==> config.mk <==
export PLATFORM = sky130hd
export DESIGN_NAME = key_write_sequencer
export DESIGN_NICKNAME = d
export VERILOG_FILES = /design/src/rtl/key_write_sequencer.sv
export SDC_FILE = /design/constraint.sdc
export NUM_CORES = 1
export LEC_CHECK = 0
export CELL_PAD_IN_SITES_DETAIL_PLACEMENT = 0
export CELL_PAD_IN_SITES_GLOBAL_PLACEMENT = 2
export CORE_ASPECT_RATIO = 1.4
export CORE_MARGIN = 5
export CORE_UTILIZATION = 34
export CTS_CLUSTER_SIZE = 8
export DETAILED_ROUTE_END_ITERATION = 12
export GPL_ROUTABILITY_DRIVEN = 0
export PLACE_DENSITY = 0.83
export REMOVE_ABC_BUFFERS = 1
export SKIP_LAST_GASP = 1
export SLEW_MARGIN = 20
export SYNTH_ARGS = -nofsm -noshare
export SYNTH_HDL_FRONTEND = slang
export SYNTH_SLANG_ARGS = --single-unit
==> constraint.sdc <==
create_clock -name CLOCK_50 -period 2.7 [get_ports CLOCK_50]
set_input_delay 0.405 -clock CLOCK_50 [delete_from_list [all_inputs] [get_ports CLOCK_50]]
set_output_delay 0.405 -clock CLOCK_50 [all_outputs]
set_load 0.01 [all_outputs]
==> src/rtl/key_write_sequencer.sv <==
// Push-button front end for the 4 x 8-bit load-register bank.
// Sync + debounce KEY_N, one one-hot ld pulse per press, busy + wr_count.
//
// Ports:
//   CLOCK_50  system clock
//   RESET_N   async active-low reset
//   KEY_N     raw push-button, 0 = pressed
//   SW        [9:8] target address, [7:0] write data
//   ld        one-hot load strobe, one cycle per accepted press
//   d         write data, holds last written value
//   busy      press accepted, release not yet accepted
//   wr_count  writes issued, modulo 256
module key_write_sequencer #(
  parameter int DEBOUNCE_CYCLES = 500000,
  parameter int CNT_W           = 19
) (
  input  logic       CLOCK_50,
  input  logic       RESET_N,
  input  logic       KEY_N,
  input  logic [9:0] SW,
  output logic [3:0] ld,
  output logic [7:0] d,
  output logic       busy,
  output logic [7:0] wr_count
);

  typedef enum logic [1:0] {
    IDLE,
    WRITE,
    WAIT_REL
  } state_t;

  localparam logic [CNT_W-1:0] CNT_MAX = CNT_W'(DEBOUNCE_CYCLES - 1);

  logic             sync1;
  logic             sync2;
  logic             key_db;
  logic             key_db_q;
  logic [CNT_W-1:0] cnt;
  logic             press_evt;
  logic             rel_evt;
  state_t           state;
  state_t           state_nx;
  logic [1:0]       addr;
  logic [7:0]       data;

  always_ff @(posedge CLOCK_50 or negedge RESET_N) begin
    if (!RESET_N) begin
      sync1 <= 1'b1;
      sync2 <= 1'b1;
    end else begin
      sync1 <= KEY_N;
      sync2 <= sync1;
    end
  end

  // Counter only runs while the synced key disagrees with the
  // accepted level; any agreement restarts it.
  always_ff @(posedge CLOCK_50 or negedge RESET_N) begin
    if (!RESET_N) begin
      key_db   <= 1'b1;
      key_db_q <= 1'b1;
      cnt      <= '0;
    end else begin
      key_db_q <= key_db;
      if (sync2 == key_db) begin
        cnt <= '0;
      end else if (cnt == CNT_MAX) begin
        key_db <= sync2;
        cnt    <= '0;
      end else begin
        cnt <= cnt + 1'b1;
      end
    end
  end

  assign press_evt = key_db_q & ~key_db;
  assign rel_evt   = ~key_db_q & key_db;

  always_ff @(posedge CLOCK_50 or negedge RESET_N) begin
    if (!RESET_N) begin
      state    <= IDLE;
      addr     <= '0;
      data     <= '0;
      wr_count <= '0;
    end else begin
      state <= state_nx;
      if (state == IDLE && press_evt) begin
        addr <= SW[9:8];
        data <= SW[7:0];
      end
      if (state == WRITE) begin
        wr_count <= wr_count + 8'd1;
      end
    end
  end

  always_comb begin
    state_nx = state;
    ld       = 4'b0000;
    busy     = 1'b0;
    unique case (state)
      IDLE: begin
        if (press_evt) state_nx = WRITE;
      end
      WRITE: begin
        busy     = 1'b1;
        ld       = 4'b0001 << addr;
        // A release accepted during the write cycle must not be lost.
        state_nx = rel_evt ? IDLE : WAIT_REL;
      end
      WAIT_REL: begin
        busy = 1'b1;
        if (rel_evt) state_nx = IDLE;
      end
      default: state_nx = IDLE;
    endcase
  end

  assign d = data;

endmodule

==> results.json <==
{
  "synthAdderAreaFrac_pct": 3.173,
  "crit_path_max_fanout": 10,
  "dr.first_iter.drc_count": 53,
  "clkTransAtPathRegs_ns": 0.09,
  "rows": 32,
  "synthMuxAreaShare_pct": 7.360,
  "core_area_um2": 5565,
  "clk_latency_ns": 0.30,
  "syn_inst": 173,
  "dieHeight_um": 100.1,
  "grt_first_pass_wirelength_um": 6644,
  "hold_violations": 0,
  "period_needed_ns": 2.346,
  "ant_nets": 0,
  "r2r-end": "cnt[16]$_DFF_PN0_",
  "power.density_nw_per_um2": 470.0,
  "dp_hpwl_um": 2682,
  "period_share_pct": 86.89,
  "final_cell_mix": "dfrtp_1, clkdlybuf4s50_1, nor2_1",
  "cts_tree": "done",
  "antenna_found_initial": 0,
  "die_w_um": 74.37,
  "grt_overflow": 0,
  "cts.root.buffer_cell": "clkbuf_8",
  "finalNetCount": 230,
  "nFillCells": 551,
  "wirelength_um": 3717,
  "totalNegativeSetupSlack_ns": 0,
  "avgSynthCellArea_um2": 11.40,
  "cap_viol_max_count": 0,
  "slew_violations": 0,
  "rr_startpoint": "cnt[0]$_DFF_PN0_",
  "synth_top_family_by_area": "simple AND/OR/NAND/NOR gates",
  "first_global_vias": 1448,
  "diodes": 0,
  "drc_errors": 0,
  "setup_viol": 0,
  "grt.total_usage_pct": 11.19,
  "synthXorXnorAreaFrac_pct": 8.883,
  "dieArea_um2": 7445,
  "hold_ws_ns": 0.06208,
  "yosysSeqAreaShare_pct": 54.82,
  "status": "finished, final reports clean",
  "synthSimpleGateAreaFrac_pct": 18.21,
  "port_buffers": 33,
  "ys_seq_elements": 43,
  "ys_async_sr_fraction_pct": 100.0,
  "yosysUniqueCellTypes": 34,
  "synth_compound_area_share_pct": 5.393,
  "cp-startpoint": "state[1]$_DFFE_PN0P_",
  "num_io_pins": 34,
  "dr.pass1.iters": 3,
  "cts_hold_buf": 0,
  "synth_edf_count": 0,
  "drive_gt1_share_pct": 16.90,
  "clockBufferDepth": 2,
  "max_slew.worst_pin.slew_ns": 0.5095,
  "synthTopCellsByArea": "dfrtp_1, mux2_2, xnor2_1",
  "worstSetupPathType": "reg2out",
  "h-tree-depth": 2,
  "max_freq_ghz": 0.4263,
  "startpoint_type": "flop",
  "worst_hold_path_type": "in2async",
  "ff2ff_path_depth": 5,
  "post-synth-top-area-fraction_pct": 49.49,
  "cts_buffers": 5,
  "seqCellArea_um2": 1081,
  "critPathCaptureType": "primary output",
  "vias": 1407,
  "postCtsResizedCells": 0,
  "multi_input_area_um2": 848.3,
  "rsz0062_at_grt": "false",
  "viasPerCell": 5.007,
  "peakVddDrop_v": 0.0003096,
  "cts_sinks": 43,
  "start_util_pct": 35.43,
  "layout_commonest_cell": "dfrtp_1",
  "synth_top_area_cell": "dfrtp_1",
  "reg2reg_slack_ns": 0.59,
  "grt_max_degree": 44,
  "cp_data_required_time_ns": 2.30,
  "cts_setup_buffers": 0,
  "worstPathArrival_ns": 1.94,
  "yosysWarnings": 0,
  "syn_to_final_growth_pct": 26.78,
  "synth-main-ff-cell": "dfrtp_1",
  "worst_clock_skew_ns": 0.004769,
  "synth_area_um2": 1972,
  "p_leak_nw": 1.032,
  "relSlewSlack_pct": 65.93,
  "wl_per_cell_um": 13.23
}
-- state kept, by name, summed over array words and instances, names as in the netlist --
signal,flops
sync1,1
addr,2
key_db_q,1
wr_count,8
state,2
d,8
cnt,19
key_db,1
sync2,1
-- worst max-delay path, stage by stage, from the launching register on --
cell and delay, ns:
dfrtp_1 0.42, inv_1 0.09, ha_1 0.34, nor3b_1 0.23, clkdlybuf4s50_1 0.56
-- worst max path at each step --
stage	end	depth (start not counted)
finish	ld[0]	4
global route	ld[0]	4
CTS	ld[0]	4
detailed placement	cnt[16]$_DFF_PN0_	5
global placement	cnt[16]$_DFF_PN0_	5
floorplan	cnt[10]$_DFF_PN0_	4
-- synth_stat cells (5+ instances only) --
cell type,n
a21oi_1,6
dfrtp_1,39
ha_1,5
inv_1,6
mux2_2,12
nand2_1,11
nand4_1,7
nor2_1,18
o21ai_0,5
xnor2_1,13
xor2_1,7
-- layout make-up --
type / instances / share of cell area [%]
flip-flops and latches: 43 / 43.24
well taps: 68 / 3.403
multi-input cells: 120 / 33.93
inverters: 6 / 0.9009
repair buffers: 36 / 14.71
clock inverters: 3 / 1.051
clock buffers: 5 / 2.753
-- routing by layer --
layer	GRT usage [%]	vias to the layer above	share of wire, %
li1	-	686	-
met1	13.64	691	43
met2	18.48	25	51
met3	2.705	5	4.3
met4	4.795	0	1.8
met5	0	-	0
-- cells by family (layout without fill, tap and decap cells) --
kind of cell | after synthesis | count (layout)
AND/OR/NAND/NOR | 65 | 65
flip-flops | 43 | 43
XOR/XNOR | 20 | 20
AO/OA/AOI/OAI | 17 | 17
multiplexers | 13 | 13
buffers and inverters | 10 | 50
adder cells (fa/ha/maj) | 5 | 5
-- through the flow --
| step | area [um^2] | setup WS (ns) | power [mW] | std cells | util (%) |
|---|---|---|---|---|---|
| 2_1_floorplan | 1952 | 0.7220 | 0.6983 | 169 | - |
| 3_3_place_gp | 2377 | 0.6447 | 0.7476 | 272 | 42.72 |
| 3_5_place_dp | 2377 | 0.5922 | 0.7475 | 272 | 42.72 |
| 4_1_cts | 2472 | 0.3131 | 1.193 | 280 | 44.42 |
| 5_1_grt | 2500 | 0.2225 | 1.233 | 281 | 44.92 |
| 6_report | 2500 | 0.3540 | 1.175 | 281 | 44.92 |
-- where the power goes --
| group | leakage [nW] | internal [mW] | total (mW) | switching, mW |
|---|---|---|---|---|
| Combinational | 0.422 | 0.0400 | 0.0711 | 0.0311 |
| Clock | 0.0491 | 0.190 | 0.438 | 0.247 |
| Sequential | 0.561 | 0.658 | 0.666 | 0.00872 |
Note: power is estimated with default switching activity, not from simulation.
